[src/rtl/load_store_unit.sv]
// load_store_unit: RV32I data-memory access stage. Accepts one load/store at a
// time, checks legality and alignment, runs a single word-aligned valid/ack
// memory transaction and returns the extracted, extended load value or a
// store completion. Rejected accesses answer directly without touching memory.
module load_store_unit #(
   parameter int XLEN = 32
) (
   input  logic            clk,
   input  logic            rst,
   input  logic            req_valid,
   output logic            req_ready,
   input  logic            req_store,
   input  logic [2:0]      req_funct3,
   input  logic [XLEN-1:0] req_addr,
   input  logic [XLEN-1:0] req_wdata,
   output logic            resp_valid,
   output logic [XLEN-1:0] resp_data,
   output logic [1:0]      resp_err,
   output logic            mem_req,
   output logic            mem_we,
   output logic [XLEN-1:0] mem_addr,
   output logic [3:0]      mem_be,
   output logic [XLEN-1:0] mem_wdata,
   input  logic            mem_ack,
   input  logic [XLEN-1:0] mem_rdata
);

   typedef enum logic [1:0] {IDLE, MEM, RESP} state_t;

   localparam logic [1:0] ERR_OK       = 2'b00;
   localparam logic [1:0] ERR_MISALIGN = 2'b01;
   localparam logic [1:0] ERR_ILLEGAL  = 2'b10;

   localparam logic [1:0] SZ_BYTE = 2'b00;
   localparam logic [1:0] SZ_HALF = 2'b01;

   state_t            state_q, state_d;
   logic              resp_valid_q, resp_valid_d;
   logic [XLEN-1:0]   resp_data_q, resp_data_d;
   logic [1:0]        resp_err_q, resp_err_d;
   logic              mem_req_q, mem_req_d;
   logic              mem_we_q, mem_we_d;
   logic [XLEN-1:0]   mem_addr_q, mem_addr_d;
   logic [3:0]        mem_be_q, mem_be_d;
   logic [XLEN-1:0]   mem_wdata_q, mem_wdata_d;
   // Access shape remembered at accept for extracting the load result later.
   logic [1:0]        offset_q, offset_d;
   logic [1:0]        size_q, size_d;
   logic              unsigned_q, unsigned_d;
   logic              store_q, store_d;

   logic              accept;
   logic [1:0]        req_size;
   logic              req_illegal;
   logic              req_misaligned;
   logic [3:0]        req_be;
   logic [XLEN-1:0]   req_wdata_placed;
   logic [XLEN-1:0]   rdata_shifted;
   logic [XLEN-1:0]   load_value;

   assign req_ready  = (state_q == IDLE) && !rst;
   assign accept     = req_valid && req_ready;
   assign resp_valid = resp_valid_q;
   assign resp_data  = resp_data_q;
   assign resp_err   = resp_err_q;
   assign mem_req    = mem_req_q;
   assign mem_we     = mem_we_q;
   assign mem_addr   = mem_addr_q;
   assign mem_be     = mem_be_q;
   assign mem_wdata  = mem_wdata_q;

   // Decode the incoming request: legality, alignment, lane enables, store data.
   // NOTE: every signal gets a default before the case so no latch is inferred.
   always_comb begin
      req_size         = req_funct3[1:0];
      req_illegal      = 1'b0;
      req_misaligned   = 1'b0;
      req_be           = 4'b1111;
      req_wdata_placed = req_wdata;

      if (req_store) req_illegal = (req_funct3 > 3'b010);
      else           req_illegal = (req_funct3[1:0] == 2'b11) ||
                                   (req_funct3 == 3'b110);

      case (req_size)
         SZ_BYTE: begin
            req_be           = 4'b0001 << req_addr[1:0];
            req_wdata_placed = {4{req_wdata[7:0]}};
         end
         SZ_HALF: begin
            req_misaligned   = req_addr[0];
            req_be           = req_addr[1] ? 4'b1100 : 4'b0011;
            req_wdata_placed = {2{req_wdata[15:0]}};
         end
         default: begin
            req_misaligned   = (req_addr[1:0] != 2'b00);
         end
      endcase
   end

   // Extract the addressed lane from the read word and sign/zero-extend it.
   always_comb begin
      rdata_shifted = mem_rdata >> {offset_q, 3'b000};
      case (size_q)
         SZ_BYTE: load_value = {{(XLEN-8){!unsigned_q && rdata_shifted[7]}},
                                rdata_shifted[7:0]};
         SZ_HALF: load_value = {{(XLEN-16){!unsigned_q && rdata_shifted[15]}},
                                rdata_shifted[15:0]};
         default: load_value = rdata_shifted;
      endcase
   end

   // Next-state and registered-output logic of the IDLE/MEM/RESP controller.
   always_comb begin
      state_d      = state_q;
      resp_valid_d = 1'b0;
      resp_data_d  = resp_data_q;
      resp_err_d   = resp_err_q;
      mem_req_d    = 1'b0;
      mem_we_d     = mem_we_q;
      mem_addr_d   = mem_addr_q;
      mem_be_d     = mem_be_q;
      mem_wdata_d  = mem_wdata_q;
      offset_d     = offset_q;
      size_d       = size_q;
      unsigned_d   = unsigned_q;
      store_d      = store_q;

      case (state_q)
         IDLE: begin
            if (accept) begin
               offset_d   = req_addr[1:0];
               size_d     = req_size;
               unsigned_d = req_funct3[2];
               store_d    = req_store;
               if (req_illegal || req_misaligned) begin
                  // Rejected: answer next cycle, memory is never requested.
                  state_d      = RESP;
                  resp_valid_d = 1'b1;
                  resp_data_d  = '0;
                  resp_err_d   = req_illegal ? ERR_ILLEGAL : ERR_MISALIGN;
               end else begin
                  state_d     = MEM;
                  mem_req_d   = 1'b1;
                  mem_we_d    = req_store;
                  mem_addr_d  = {req_addr[XLEN-1:2], 2'b00};
                  mem_be_d    = req_be;
                  mem_wdata_d = req_wdata_placed;
               end
            end
         end
         MEM: begin
            mem_req_d = 1'b1;
            if (mem_ack) begin
               state_d      = RESP;
               mem_req_d    = 1'b0;
               resp_valid_d = 1'b1;
               resp_err_d   = ERR_OK;
               resp_data_d  = store_q ? '0 : load_value;
            end
         end
         RESP: begin
            state_d = IDLE;
         end
         default: begin
            state_d = IDLE;
         end
      endcase
   end

   // State register with synchronous reset that also aborts any pending access.
   // NOTE: sequential state uses non-blocking assignments so all flops update together.
   always_ff @(posedge clk) begin
      if (rst) begin
         state_q      <= IDLE;
         resp_valid_q <= 1'b0;
         resp_data_q  <= '0;
         resp_err_q   <= ERR_OK;
         mem_req_q    <= 1'b0;
         mem_we_q     <= 1'b0;
         mem_addr_q   <= '0;
         mem_be_q     <= 4'b0000;
         mem_wdata_q  <= '0;
         offset_q     <= 2'b00;
         size_q       <= 2'b00;
         unsigned_q   <= 1'b0;
         store_q      <= 1'b0;
      end else begin
         state_q      <= state_d;
         resp_valid_q <= resp_valid_d;
         resp_data_q  <= resp_data_d;
         resp_err_q   <= resp_err_d;
         mem_req_q    <= mem_req_d;
         mem_we_q     <= mem_we_d;
         mem_addr_q   <= mem_addr_d;
         mem_be_q     <= mem_be_d;
         mem_wdata_q  <= mem_wdata_d;
         offset_q     <= offset_d;
         size_q       <= size_d;
         unsigned_q   <= unsigned_d;
         store_q      <= store_d;
      end
   end

endmodule

[config.mk]
export PLATFORM = sky130hd
export DESIGN_NAME = load_store_unit
export DESIGN_NICKNAME = d
export VERILOG_FILES = /design/src/rtl/load_store_unit.sv
export SDC_FILE = /design/constraint.sdc
export NUM_CORES = 1
export LEC_CHECK = 0
export CAP_MARGIN = 20
export CORE_MARGIN = 3
export CORE_UTILIZATION = 45
export DETAILED_ROUTE_END_ITERATION = 16
export PLACE_DENSITY = 0.91
export SLEW_MARGIN = 10
export SYNTH_ARGS = -nofsm -noshare
export SYNTH_HDL_FRONTEND = slang
export SYNTH_SLANG_ARGS = --single-unit
[constraint.sdc]
create_clock -name clk -period 4.45 [get_ports clk]
set_input_delay 0.89 -clock clk [delete_from_list [all_inputs] [get_ports clk]]
set_output_delay 0.89 -clock clk [all_outputs]
set_load 0.05 [all_outputs]
Word level (Yosys, flattened, before mapping)
Index checks and enable logic that the tools add are counted.
{"block": "word_totals", "ff_bits": 111, "inputBits": 104, "output_inout_bits": 106, "word_cells": 70}
{"block": "classes", "magnitude_cmp": 1, "eq_ne": 8, "shift": 2, "n_mux": 28, "bitwise_logic": 1, "n_reduce_logical": 17}
{"cell": "one-hot mux 32 bit (2 select lines)", "count": 3}
{"cell": "2-to-1 mux 32 bit", "count": 4}
{"cell": ">> shifter 32 x 5 -> 32 bit", "count": 1}
{"cell": "2-to-1 mux 2 bit", "count": 7}
{"cell": "one-hot mux 2 bit (2 select lines)", "count": 2}
{"cell": "one-hot mux 4 bit (2 select lines)", "count": 1}
{"cell": "2-to-1 mux 1 bit", "count": 7}
{"cell": "== test 2 x 1 -> 1 bit (second input constant)", "count": 3}
{"cell": "zero test 2 bit", "count": 3}
{"cell": "one-hot mux 1 bit (2 select lines)", "count": 3}
{"cell": "logical AND 1 bit", "count": 4}
{"cell": "2-to-1 mux 4 bit", "count": 1}
{"cell": "inequality test 2 bit (second input constant)", "count": 2}
{"cell": "AND reduction 2 bit", "count": 2}
{"cell": "AND reduction 4 bit", "count": 1}
{"cell": "nonzero test 2 bit", "count": 2}
{"cell": "left shift 1 x 2 -> 4 bit (first input constant)", "count": 1}
{"cell": "== test 3 bit (second input constant)", "count": 1}
{"cell": "> comparator 3 x 2 -> 1 bit (second input constant)", "count": 1}
{"cell": "AND reduction 3 bit", "count": 1}
{"cell": "== test 2 bit (second input constant)", "count": 1}
{"cell": "zero test 1 bit", "count": 2}
{"cell": "logical OR 1 bit", "count": 2}
{"cell": "inequality test 2 x 1 -> 1 bit (second input constant)", "count": 1}
{"cell": "NOT 1 bit", "count": 1}

Longest topological paths before layout
Gate-level depths: netlist of the first run.
{"block": "logic_depth", "word_depth": 7, "depth_mapped": 8, "mapped_depth_nobuf": 4}

Least setup slack after synthesis of the first run
OpenSTA, ideal clock, no wires.
{"block": "synth_timing", "kind": "input port to output port", "startpoint": "in rst", "endpoint": "out req_ready", "t_arrival_ps": 2304, "required_ps": 3560, "slack_ps": 1256, "path_stages": 3, "path_buffers": 2, "cell_sequence": "buf_2 > clkbuf_1 > nor3_1"}
{"block": "synth_via", "elab_chain_cells": 2}
{"item": "start: declaration", "line_no": "9", "source": "input logic rst,"}
{"item": "zero test 1 bit", "line_no": "61", "source": "assign req_ready = (state_q == IDLE) && !rst;"}
{"item": "logical AND 1 bit", "line_no": "61"}
{"item": "end: declaration", "line_no": "11", "source": "output logic req_ready,"}
No other way between the ends.

Worst setup path after layout of the first run
{"block": "layout_timing", "startpoint": "in req_funct3[2]", "endpoint": "reg resp_data_q[11], in the netlist resp_data[11]"}
{"block": "layout_via", "elab_chain_cells": 6, "word_cells_on_any_way": 7, "classes_between": "1 x order compare; 2 x eq/ne; 1 x mux; 3 x reduce/logical"}
{"item": "start: declaration", "line_no": "13", "source": "input logic [2:0] req_funct3,"}
{"item": "parallel branches: the longest is 2 deep, another holds > comparator 3 x 2 -> 1 bit"}
{"item": "2-to-1 mux 1 bit *", "line_no": "81", "source": "if (req_store) req_illegal = (req_funct3 > 3'b010);"}
{"item": "logical OR 1 bit *", "line_no": "136", "source": "if (req_illegal || req_misaligned) begin"}
{"item": "inequality test 2 x 1 -> 1 bit (no source line) *"}
{"item": "AND reduction 4 bit (no source line) *"}
{"item": "end signal: assignment", "line_no": "191", "source": "resp_data_q <= resp_data_d;"}
{"item": "end: declaration", "line_no": "39", "source": "logic [XLEN-1:0] resp_data_q, resp_data_d;"}
Mark *: on every way between the ends.
A chain may end at the register's enable or synchronous reset.

==> run metrics, run 1 <==
status complete, no violations; crit path DAT 3.45 ns; worst path cell trace clkdlybuf4s50_1 > or4_4 > a32oi_2 > nor2b_1 > a22o_1; cell taking the most area after synthesis dfxtp_1; DRT Pass-1 Iters 5; hold path start mem_wdata[24]$_SDFFE_PP0P_; number of DRC markers in iteration 0 between 200 and 300; root buf cell clkbuf_8; HPWL after DPL 11600 um; Starting Density approximately 48%; port bufs 207; Die Area 11900 um^2; synthesis-to-finish area growth 47.2%; fin. max-slew vios 0; CTS tree built; Hold WS around 0.46 ns; fmax 319 MHz; worst setup path start req_funct3[2]; Unique masters post-synth 41; Clk pin slew, worst setup/hold paths 0.10 ns; Total Routing Usage GR 26.3%; CP Buf/Inv Count 1; DR vias/cell 5.56; initial antenna violation count 0; Final nets ~850; endpoints failing setup 0; H-tree level count 3; # DRC 0; Clock Sinks between 100 and 150; CP max FO 18; Vias about 5000; setup slack after layout 1.32 ns; Rows 36; fraction of layout cells with a size suffix above 1 around 5.2%; Synth Cell Area 4770 um^2; cts repair resizes 0; Pwr Density 288 nW/um^2; synth top area cells dfxtp_1 (47%), nand2_1 (10%), a21oi_1 (9.4%); FF-to-FF setup slack 1.90 ns; Crit path largest cell delay approximately 0.73 ns; EDFF count, synth 0; Worst-Skew Late Latency 0.37 ns; Die Wd 109 um; RSZ-0062 raised after global routing false; clk buf depth 2; Primary FF master, synth dfxtp_1; Avg WL per Cell about 18 um; Synth top area share 46.6%; Worst slew margin between 40% and 50%; Synth Register Bits 111; gr ovfl total 0; GP Congestion 0.867; WHS Path Cells 2; Crit path max-delay family simple AND/OR/NAND/NOR gates; Core ar. about 10000 um^2; count leader, synth nand2_1; setup bufs post-CTS 0; Mean Syn Cell Area 8.51 um^2; WL final 15800 um; fin util 69.9%; Max-cap violations 0; slowest cell on the critical path a32oi_2; Seq/Total Area, Yosys 46.6%; asr flop ratio synth 0%; Ant. Diodes 0; reg2reg path depth 5; Setup CP Type input pin to flip-flop; largest net degree at the start of global routing 89; ANT nets after route 0; Post-synth top cells nand2_1 (130), dfxtp_1 (111), a21oi_1 (90); Die Y between 100 and 150 um; worst vdd ir 214 uV; Worst Skew approximately 0.0071 ns; FILL cells 748; WP depth 5; worst min path class flip-flop to flip-flop; WP data required 4.77 ns; number of hold buffers added after CTS 0; TNS Setup 0 ns; Final Hold Vio Count 0; worst slew pin tran 0.884 ns; yosys warns 0; CP Launch Type input pin; Tot Pwr 2.02 mW; Ports 210; pre-CTS setup slack 0.993 ns; min cycle time layout 3.13 ns; vias in the first global route 4911; worst flop-to-flop path startpoint state_q[1]$_SDFFE_PP0P_; leakage power 2.39 nW; first-pass GRT wire length 24700 um; period utilization between 70% and 80%; Setup crit end kind flip-flop; Post-Syn Instances 561; total CTS buffers 9
-- cells in the final DEF, fill, tap and decap left out, types with 3 or more instances in the layout --
| cell type | instances |
|---|---|
| o21ai_0 | 17 |
| clkdlybuf4s50_1 | 206 |
| dfxtp_1 | 111 |
| a22o_1 | 7 |
| mux2_2 | 7 |
| clkbuf_8 | 10 |
| a311oi_1 | 10 |
| clkinv_2 | 4 |
| nor2_1 | 29 |
| nand2_1 | 130 |
| buf_4 | 9 |
| nor2b_1 | 4 |
| nor3_1 | 4 |
| mux2i_1 | 33 |
| a22oi_1 | 17 |
| a21oi_1 | 90 |
| o211ai_1 | 16 |
| a211oi_1 | 12 |
| inv_1 | 3 |
-- routing by layer --
layer	vias to the layer above	global-route usage (%)	wire length, um
met5	-	0	0
met4	0	11.5	498
met3	37	10.6	1900
met2	242	44.7	7580
met1	2279	28.7	5820
li1	2329	-	-
-- cells by family after synthesis --
kind of cell	synth area share [%]
buffers and inverters	5.06
AO/OA/AOI/OAI	22.8
other	0.0786
multiplexers	9.05
AND/OR/NAND/NOR	16.4
flip-flops	46.6
-- state kept, by name, indices dropped and copies added, names as in the netlist --
signal	count
resp_valid	1
mem_addr	30
mem_we	1
resp_data	32
state_q	2
store_q	1
offset_q	2
size_q	2
resp_err	2
mem_req	1
mem_wdata	32
mem_be	4
unsigned_q	1
-- worst min-delay path, delay by kind of cell, from the launching register on --
kind             cells  cell delay, ns
AO/OA/AOI/OAI        1            0.05
AND/OR/NAND/NOR      1            0.05
flip-flops           1            0.32
-- report_power, final --
| part | leakage [nW] | internal [mW] | switching (mW) | total [mW] |
|---|---|---|---|---|
| clock | 0.0918 | 0.217 | 0.339 | 0.556 |
| combinational | 1.40 | 0.181 | 0.244 | 0.425 |
| sequential | 0.899 | 1.02 | 0.0205 | 1.04 |
| total | 2.39 | 1.42 | 0.604 | 2.02 |
-- path summary, 6_finish.rpt --
| check | to |
|---|---|
| min reg2reg | mem_wdata[24]$_SDFFE_PP0P_ |
| max | resp_data[11]$_SDFFE_PP0P_ |
| min | mem_wdata[24]$_SDFFE_PP0P_ |
| max reg2reg | mem_wdata[13]$_SDFFE_PP0P_ |
-- area by class of cell --
class                   instances  area, um^2  area share, %
multi-input cells             400        2320           33.0
well taps                     133         166           2.37
repair buffers                215        2130           30.3
inverters                       4        15.0          0.214
clock buffers                  10         138           1.96
flip-flops and latches        111        2220           31.6
clock inverters                 6        36.3          0.516
-- through the flow --
stage | std cells | instance area, um^2
3_5_place_dp | 863 | 6850
3_3_place_gp | 863 | 6850
6_report | 879 | 7030
4_1_cts | 879 | 7030
5_1_grt | 879 | 7030
2_1_floorplan | 562 | 4780
Power figures use the tool's default switching activity.
==> run 2: changes to the inputs <==
--- a/config.mk
+++ b/config.mk
@@ -7,9 +7,9 @@
 export LEC_CHECK = 0
 export CAP_MARGIN = 20
 export CORE_MARGIN = 3
-export CORE_UTILIZATION = 45
+export CORE_UTILIZATION = 38
 export DETAILED_ROUTE_END_ITERATION = 16
-export PLACE_DENSITY = 0.91
+export PLACE_DENSITY = 0.83
 export SLEW_MARGIN = 10
 export SYNTH_ARGS = -nofsm -noshare
 export SYNTH_HDL_FRONTEND = slang
==> constraint.sdc (replaced) <==
create_clock -name clk -period 2.8 [get_ports clk]
set_input_delay 0.56 -clock clk [delete_from_list [all_inputs] [get_ports clk]]
set_output_delay 0.56 -clock clk [all_outputs]
set_load 0.05 [all_outputs]
==> run 2 against run 1 <==
  * Critical path depth rose by 1
  * Critical endpoint is now resp_data[30]$_SDFFE_PP0P_
  * Total power rose by 83%
  * Register-to-register slack got worse by 1.2 ns
==> run metrics, run 2 (same netlist as run 1, synthesis figures left out) <==
Die Y 118 um (was 109 um); Die Area 13900 um^2 (was 11900 um^2); Ant. Diodes 0 (unchanged); total CTS buffers 9 (unchanged); DR vias/cell 5.29 (was 5.56); Pwr Density 508 nW/um^2 (was 288 nW/um^2); Core ar. 12200 um^2 (was 10000 um^2); Ports 210 (unchanged); port bufs 207 (unchanged); endpoints failing setup 0 (unchanged); H-tree level count 3 (unchanged); GP Congestion 0.865 (was 0.867); worst vdd ir 297 uV (was 214 uV); fmax 421 MHz; Worst Skew 0.00979 ns (was 0.00708 ns); WHS Path Cells 2 (unchanged); min cycle time layout between 2 and 2.5 ns; worst slew pin tran 1.06 ns (was 0.884 ns); Die Wd 118 um (was 109 um); Starting Density 39.2% (was 47.5%); Worst slew margin 28.7% (was 40.7%); period utilization ~85%; crit path DAT 2.65 ns (was 3.45 ns); leakage power 2.50 nW (was 2.39 nW); Rows 40 (was 36); FILL cells 1036 (was 748); worst path cell trace clkdlybuf4s50_1 > or4_4 > a32oi_2 > buf_4 > a22oi_1 > a21oi_1 (was clkdlybuf4s50_1 > or4_4 > a32oi_2 > nor2b_1 > a22o_1); Total Routing Usage GR 21.7% (was 26.3%); CP Launch Type input pin (unchanged); Setup CP Type input pin to flip-flop (unchanged); Min-Delay Endpoint mem_addr[9]$_SDFFE_PP0P_ (was mem_wdata[24]$_SDFFE_PP0P_); setup bufs post-CTS 0 (unchanged); FF-to-FF setup slack 0.70 ns (was 1.90 ns); number of hold buffers added after CTS 0 (unchanged); first-pass GRT wire length 24800 um (was 24700 um); CTS tree built (unchanged); Worst-Skew Late Latency 0.35 ns (was 0.37 ns); WP data required 3.07 ns (was 4.77 ns); RSZ-0062 raised after global routing false (unchanged); synthesis-to-finish area growth 53.0% (was 47.2%); dpl cells 908 (was 863); Crit path max-delay family buffers and inverters (was simple AND/OR/NAND/NOR gates); status complete, no violations (unchanged); commonest non-fill, non-tap cells in the layout clkdlybuf4s50_1 (205), nand2_1 (130), dfxtp_1 (111), a21oi_1 (90), mux2i_1 (33) (was clkdlybuf4s50_1 (206), nand2_1 (130), dfxtp_1 (111), a21oi_1 (90), mux2i_1 (33)); initial antenna violation count 0 (unchanged); HPWL after DPL 11600 um (about the same); Clock Sinks 111 (unchanged); cts repair resizes 0 (unchanged); Hold WS 0.454 ns (was 0.462 ns); worst min path class flip-flop to flip-flop (unchanged); Setup crit end kind flip-flop (unchanged); number of DRC markers in iteration 0 441 (was 285); root buf cell clkbuf_16 (was clkbuf_8); Avg WL per Cell 16.8 um (was 18.0 um); largest net degree at the start of global routing 64 (was 89); Final nets 855 (was 845); CP Buf/Inv Count 2 (was 1); Non-Filler Instances 924 (was 879); Crit path largest cell delay 0.60 ns (was 0.73 ns); hold path start mem_addr[9]$_SDFFE_PP0P_ (was mem_wdata[24]$_SDFFE_PP0P_); clk buf depth 2 (unchanged); fin. max-slew vios 0 (unchanged); commonest non-fill, non-tap cell in the layout clkdlybuf4s50_1 (unchanged); DRT Pass-1 Iters 5 (unchanged); ANT nets after route 0 (unchanged); Final Hold Vio Count 0 (unchanged); # DRC 0 (unchanged); Reg-to-Reg End mem_be[2]$_SDFFE_PP0P_ (was mem_wdata[13]$_SDFFE_PP0P_); CP max FO 16 (was 18); Max-cap violations 0 (unchanged); WL final 15500 um (was 15800 um); TNS Setup 0 ns (unchanged); Vias 4890 (was 4887); reg2reg path depth 5 (unchanged); worst flop-to-flop path startpoint state_q[1]$_SDFFE_PP0P_ (unchanged); gr ovfl total 0 (unchanged); slowest cell on the critical path or4_4 (was a32oi_2); Clk pin slew, worst setup/hold paths 0.07 ns (was 0.10 ns); fraction of layout cells with a size suffix above 1 6.61% (was 5.23%); vias in the first global route 4828 (was 4911)
[run 2: metrics by stage]
step	utilization [%]	total power [mW]	worst slack, ns	area (um^2)
CTS	60.0	3.74	0.437	7300
detailed placement	57.4	2.37	0.0786	6980
finish	60.0	3.71	0.424	7300
global placement	57.4	2.36	0.143	6980
floorplan	-	2.06	0.266	4780
global route	60.0	3.87	0.315	7300
[run 2: worst max path at each step]
stage	from	endpoint	slack, ns	cells past startpoint
floorplan	rst	req_ready	0.27	3
global route	req_funct3[2]	resp_data[19]$_SDFFE_PP0P_	0.31	6
CTS	req_funct3[2]	resp_data[30]$_SDFFE_PP0P_	0.44	6
global placement	req_funct3[2]	resp_data[15]$_SDFFE_PP0P_	0.14	6
finish	req_funct3[2]	resp_data[30]$_SDFFE_PP0P_	0.42	6
detailed placement	req_funct3[2]	resp_data[19]$_SDFFE_PP0P_	0.08	6
[run 2: worst min-delay path: cells and delay by family, from the launching register on]
kind / cells / cell delay (ns)
flip-flops: 1 / 0.31
AND/OR/NAND/NOR: 1 / 0.05
AO/OA/AOI/OAI: 1 / 0.05
[run 2: cell type report]
class | instances | area, um^2 | share of cell area [%]
clock buffer | 9 | 225 | 3.08
timing repair buffer | 225 | 2210 | 30.3
tap | 168 | 210 | 2.88
multi-input combinational | 400 | 2320 | 31.8
clock inverter | 7 | 95.1 | 1.30
inverter | 4 | 15.0 | 0.206
sequential | 111 | 2220 | 30.4
[run 2: routing by layer]
metal  vias up  GRT usage (%)  share of wire, %
met5         -              0                 0
met4         0           6.89               2.1
met3        29           8.27                10
met2       244           37.8                50
met1      2267           24.5                38
li1       2350              -                 -
[run 2: where the power goes]
part | internal (mW) | leakage [nW] | switching, mW
logic | 0.297 | 1.45 | 0.388
clock network | 0.786 | 0.156 | 0.586
registers | 1.62 | 0.899 | 0.0297
